==> config.mk <==
export PLATFORM = sky130hd
export DESIGN_NAME = frame_sequencer
export DESIGN_NICKNAME = d
export VERILOG_FILES = /design/src/rtl/frame_sequencer.sv
export SDC_FILE = /design/constraint.sdc
export NUM_CORES = 1
export LEC_CHECK = 0
export ABC_AREA = 1
export CORE_ASPECT_RATIO = 0.8
export CORE_MARGIN = 5
export CORE_UTILIZATION = 35
export CTS_BUF_LIST = sky130_fd_sc_hd__clkbuf_4
export DETAILED_ROUTE_END_ITERATION = 16
export GPL_TIMING_DRIVEN = 0
export HOLD_SLACK_MARGIN = 0.15
export PLACE_DENSITY = 0.49
export REMOVE_ABC_BUFFERS = 1
export SYNTH_ARGS = -nofsm -noshare
export SYNTH_HDL_FRONTEND = slang
export SYNTH_SLANG_ARGS = --single-unit
==> constraint.sdc <==
create_clock -name ahb_hclk -period 13.27 [get_ports ahb_hclk]
set_clock_uncertainty 0.05 [all_clocks]
set_input_delay 1.327 -clock ahb_hclk [delete_from_list [all_inputs] [get_ports ahb_hclk]]
set_output_delay 1.327 -clock ahb_hclk [all_outputs]
set_load 0.1 [all_outputs]
==> src/rtl/frame_sequencer.sv <==
// Frame walker for the 3x3 edge-detection datapath: fetches each interior pixel's
// window, kicks one filter operation, and stores the result.
module frame_sequencer #(
  parameter int ADDRWIDTH = 32,
  parameter int DIMWIDTH  = 12
) (
  input  logic                 ahb_hclk,
  input  logic                 n_rst,
  input  logic                 start,
  input  logic [DIMWIDTH-1:0]  width,
  input  logic [DIMWIDTH-1:0]  height,
  input  logic [ADDRWIDTH-1:0] readStartAddress,
  input  logic [ADDRWIDTH-1:0] writeStartAddress,
  output logic                 read_req,
  output logic [ADDRWIDTH-1:0] read_addr,
  input  logic                 read_ack,
  output logic [3:0]           win_idx,
  output logic                 proc_start,
  input  logic                 proc_done,
  output logic                 write_req,
  output logic [ADDRWIDTH-1:0] write_addr,
  input  logic                 write_ack,
  output logic                 busy,
  output logic                 frame_done,
  output logic                 dim_err
);

  typedef enum logic [2:0] {
    S_IDLE, S_READ, S_PSTART, S_PWAIT, S_WRITE, S_NEXT, S_DONE
  } state_t;

  localparam logic [DIMWIDTH-1:0]  D_ONE   = DIMWIDTH'(1);
  localparam logic [DIMWIDTH-1:0]  D_TWO   = DIMWIDTH'(2);
  localparam logic [DIMWIDTH-1:0]  D_THREE = DIMWIDTH'(3);
  localparam logic [ADDRWIDTH-1:0] A_ONE   = ADDRWIDTH'(1);
  localparam logic [ADDRWIDTH-1:0] A_TWO   = ADDRWIDTH'(2);

  state_t                 state_reg, state_next;
  logic [DIMWIDTH-1:0]    w_reg, w_next;
  logic [DIMWIDTH-1:0]    h_reg, h_next;
  logic [DIMWIDTH-1:0]    row_reg, row_next;
  logic [DIMWIDTH-1:0]    col_reg, col_next;
  logic [ADDRWIDTH-1:0]   rbase_reg, rbase_next;
  logic [ADDRWIDTH-1:0]   wbase_reg, wbase_next;
  logic [3:0]             win_reg, win_next;
  logic                   dim_err_reg, dim_err_next;

  always_ff @(posedge ahb_hclk or negedge n_rst) begin
    if (!n_rst) begin
      state_reg   <= S_IDLE;
      w_reg       <= '0;
      h_reg       <= '0;
      row_reg     <= '0;
      col_reg     <= '0;
      rbase_reg   <= '0;
      wbase_reg   <= '0;
      win_reg     <= '0;
      dim_err_reg <= 1'b0;
    end else begin
      state_reg   <= state_next;
      w_reg       <= w_next;
      h_reg       <= h_next;
      row_reg     <= row_next;
      col_reg     <= col_next;
      rbase_reg   <= rbase_next;
      wbase_reg   <= wbase_next;
      win_reg     <= win_next;
      dim_err_reg <= dim_err_next;
    end
  end

  always_comb begin
    state_next   = state_reg;
    w_next       = w_reg;
    h_next       = h_reg;
    row_next     = row_reg;
    col_next     = col_reg;
    rbase_next   = rbase_reg;
    wbase_next   = wbase_reg;
    win_next     = win_reg;
    dim_err_next = dim_err_reg;
    case (state_reg)
      S_IDLE: begin
        if (start) begin
          w_next     = width;
          h_next     = height;
          rbase_next = readStartAddress;
          wbase_next = writeStartAddress;
          win_next   = '0;
          row_next   = D_ONE;
          col_next   = D_ONE;
          if (width < D_THREE || height < D_THREE) begin
            dim_err_next = 1'b1;
            state_next   = S_DONE;
          end else begin
            state_next = S_READ;
          end
        end
      end
      S_READ: begin
        if (read_ack) begin
          if (win_reg == 4'd8) state_next = S_PSTART;
          else                 win_next   = win_reg + 4'd1;
        end
      end
      S_PSTART: state_next = S_PWAIT;
      S_PWAIT:  if (proc_done) state_next = S_WRITE;
      S_WRITE:  if (write_ack) state_next = S_NEXT;
      S_NEXT: begin
        win_next = '0;
        if (col_reg == w_reg - D_TWO) begin
          if (row_reg == h_reg - D_TWO) begin
            state_next = S_DONE;
          end else begin
            col_next   = D_ONE;
            row_next   = row_reg + D_ONE;
            state_next = S_READ;
          end
        end else begin
          col_next   = col_reg + D_ONE;
          state_next = S_READ;
        end
      end
      S_DONE: begin
        dim_err_next = 1'b0;
        state_next   = S_IDLE;
      end
      default: state_next = S_IDLE;
    endcase
  end

  // Window slot to row/column offset within the 3x3 neighbourhood.
  logic [1:0] dr, dc;
  always_comb begin
    dr = 2'd0;
    dc = 2'd0;
    case (win_reg)
      4'd0: begin dr = 2'd0; dc = 2'd0; end
      4'd1: begin dr = 2'd0; dc = 2'd1; end
      4'd2: begin dr = 2'd0; dc = 2'd2; end
      4'd3: begin dr = 2'd1; dc = 2'd0; end
      4'd4: begin dr = 2'd1; dc = 2'd1; end
      4'd5: begin dr = 2'd1; dc = 2'd2; end
      4'd6: begin dr = 2'd2; dc = 2'd0; end
      4'd7: begin dr = 2'd2; dc = 2'd1; end
      4'd8: begin dr = 2'd2; dc = 2'd2; end
      default: begin dr = 2'd0; dc = 2'd0; end
    endcase
  end

  logic [ADDRWIDTH-1:0] rd_row, rd_col, rd_calc, wr_calc;
  always_comb begin
    rd_row  = ADDRWIDTH'(row_reg) - A_ONE + ADDRWIDTH'(dr);
    rd_col  = ADDRWIDTH'(col_reg) - A_ONE + ADDRWIDTH'(dc);
    rd_calc = rbase_reg + rd_row * ADDRWIDTH'(w_reg) + rd_col;
    wr_calc = wbase_reg + (ADDRWIDTH'(row_reg) - A_ONE) * (ADDRWIDTH'(w_reg) - A_TWO)
            + ADDRWIDTH'(col_reg) - A_ONE;
  end

  // Addresses are driven only while their request is up, so idle/reset shows zero.
  assign read_req   = (state_reg == S_READ);
  assign write_req  = (state_reg == S_WRITE);
  assign read_addr  = read_req  ? rd_calc : '0;
  assign write_addr = write_req ? wr_calc : '0;
  assign win_idx    = win_reg;
  assign proc_start = (state_reg == S_PSTART);
  assign busy       = (state_reg != S_IDLE);
  assign frame_done = (state_reg == S_DONE);
  assign dim_err    = dim_err_reg;

endmodule

==> results by group <==
Outcome
  – Outcome: complete, no violations

Placed design
  – Final HPWL DP: 64600 um
  – Port bufs: 167
  – Inst Count DP: between 4000 and 5000
  – Placer congestion estimate: between 0.8 and 0.9

Timing
  – Final Hold Fails: 0
  – Slew @ Worst Pin: 1.250 ns
  – Min Hold Slack: 0.4652 ns
  – Sum Neg Setup Slack: 0 ns
  – Period utilization: 95.19%
  – Rel. slew slack: 16.44%
  – RSZ-0062 raised after global routing: false
  – Fmax: 79.17 MHz
  – Final setup violation count: 0
  – Final min period: 12.63 ns
  – Max Slew Vio Count: 0

Die
  – Site Rows: 91
  – Die width: 320.6 um
  – Die Span Y: 258.5 um
  – Die area: 82870 sq um
  – Initial Utilization: a little over a third
  – Core Area: 76860 sq um
  – I/O pin cnt: 168

CTS
  – H-tree levels: 4
  – CTS tree: yes
  – Clock slew at reported path FFs: 0.16 ns
  – Clock Sinks: 120
  – Worst skew pair latency: 0.78 ns
  – Hold_buf cts: 0
  – Clock Path Buffers: 2
  – CTS Root Cell: clkbuf_4
  – CTS Buf Count: 17

Detailed routing
  – Routed via count: 21890
  – DR pass1 iterations: 8
  – Wire per inst: 16.70 um
  – DRT antenna net count: 0
  – DR vias/cell: 4.746
  – Post-Route WL: 77040 um
  – DRT iter0 DRCs: 1372
  – Remaining routing DRC violations: 0

Global route
  – Number of global-route vias before repair: between 20000 and 25000
  – Initial antenna violation count: 1
  – Largest net degree at the start of global routing: 69
  – GRT Residual Overflow: 0
  – First-pass GRT wire length: 124000 um
  – GRT Resource Usage Total: a little under a fifth

Worst setup path
  – Kind of critical path: flip-flop to output port
  – Worst Setup End Kind: output port
  – Cells on worst reg2reg path: 20
  – Critical Path RT: 11.89 ns
  – Capture point of the worst reg-to-reg path: row_reg[6]$_DFFE_PN0P_
  – Worst Path Max Fanout: 13
  – WP data arrival: ~11 ns
  – CP Launch Point: row_reg[0]$_DFFE_PN0P_
  – Internal reg-to-reg setup slack: around 9 ns
  – Critical Path Max Stage Delay: 0.88 ns
  – Critical Path Start Type: flip-flop
  – Critical path's slowest cell: dlygate4sd2_1
  – Critical R2R Launch: w_reg[8]$_DFFE_PN0P_

Yosys
  – Post-synth cell types: 57
  – Top_reg_cell synth: dfrtp_1
  – Count leader, synth: inv_1
  – Synthesized area: 27010 sq um
  – Cells after Synth: 3471
  – Ys Warns: 0
  – Synth Register Bits: 120
  – Asr flop ratio synth: 100.0%
  – Area leader, netlist: fa_1
  – Yosys top cell area share: 34.98%
  – Mapped Avg Cell Area: between 7 and 8 sq um
  – Top cells by area, synth: fa_1, inv_1, dfrtp_1, ha_1, nand2_1
  – Seq/Total Area, Yosys: 11.12%
  – EDFF count, synth: 0
  – Post-synth top cells: inv_1, nand2_1, fa_1, nor2_1, ha_1

Layout
  – Final net count: 4365
  – Util after Layout: 39.20%
  – Area grow syn2layout: 11.53%
  – Final Non-Filler Cells: 4612
  – Filler cells: just over 8000
  – Layout cell share with drive strength beyond 1: between 4 and 5%

Worst hold path
  – Hold Crit Class: primary input to asynchronous set/reset pin

Job
  – Max_cap viols: 0
cell usage in the layout (no fill, tap or decap), drive strengths merged, types with 6 or more instances in the layout:
master / count
ha: 224
a31oi: 12
dfrtp: 120
nor2: 303
o21a: 10
clkdlybuf4s50: 142
clkinvlp: 7
nor4: 13
xor2: 68
nor3: 32
clkbuf: 27
o21bai: 6
inv: 840
xnor2: 44
nand2: 752
a21oi: 145
nand4: 33
o21ai: 149
clkinv: 20
dlymetal6s2s: 11
nand3: 94
buf: 11
fa: 472
area by class of cell:
class,count,area [sq um],share of cell area [%]
multi-input cells,2403,20440,67.85
well taps,1023,1280,4.249
repair inverters,1,5.005,0.01661
clock inverters,14,195.2,0.6479
inverters,856,3228,10.71
clock buffers,18,135.1,0.4485
diodes,1,2.502,0.008306
flip-flops and latches,120,3017,10.01
repair buffers,176,1824,6.055
worst max path at each step:
stage,slack (ns),cells past startpoint,to
after floorplan,1.86,39,write_addr[30]
after global placement,-4.17,11,row_reg[3]$_DFFE_PN0P_
after detailed placement,-0.29,38,write_addr[30]
after CTS,0.002,44,write_addr[25]
after global routing,0.02,39,write_addr[24]
final,0.64,35,write_addr[24]
repair_timing:
| item | CTS | global route |
|---|---|---|
| pin swaps | 1 | 0 |
| gates cloned | 0 | 1 |
| resized for setup | 31 | 46 |
| buffers inserted | 1 | 0 |
| endpoints found under the setup margin | 20 | 31 |
metrics by stage:
step	area [sq um]	worst slack (ns)
2_1_floorplan	26600	1.863
3_3_place_gp	29550	-4.173
3_5_place_dp	29730	-0.2938
4_1_cts	30070	0.001815
5_1_grt	30130	0.01682
6_report	30130	0.6385
critical path: cells and delay by family, from the launching register on:
family / cells / cell delay, ns
fa+ha+maj: 11 / 4.62
buf+inv: 8 / 1.72
simple gates: 8 / 1.71
compound gates: 7 / 1.65
flops: 1 / 0.58
xor+xnor: 1 / 0.18
logic make-up (layout without fill, tap and decap cells):
logic type                 Yosys count  after routing  share of synthesized area [%]
and+or+nand+nor                   1243           1243                          19.32
buffers and inverters              948           1065                          13.42
adders and majority gates          696            696                          45.36
AOI/OAI and AO/OA                  352            352                          7.096
DFF                                120            120                          11.12
xor gates and xnor gates           112            112                          3.687
other                                0              1                              0
metal layers:
layer / vias to the layer above / GRT usage [%] / share of wire, %
met4: 0 / 3.500 / 1.0
met1: 10760 / 29.85 / 51
met2: 487 / 28.10 / 42
li1: 10600 / - / -
met5: - / 0 / 0
met3: 39 / 3.123 / 5.5
Power is left out: the tool's default activity adds up to more than one toggle a clock period on the data nets, which glitch-free logic cannot reach.
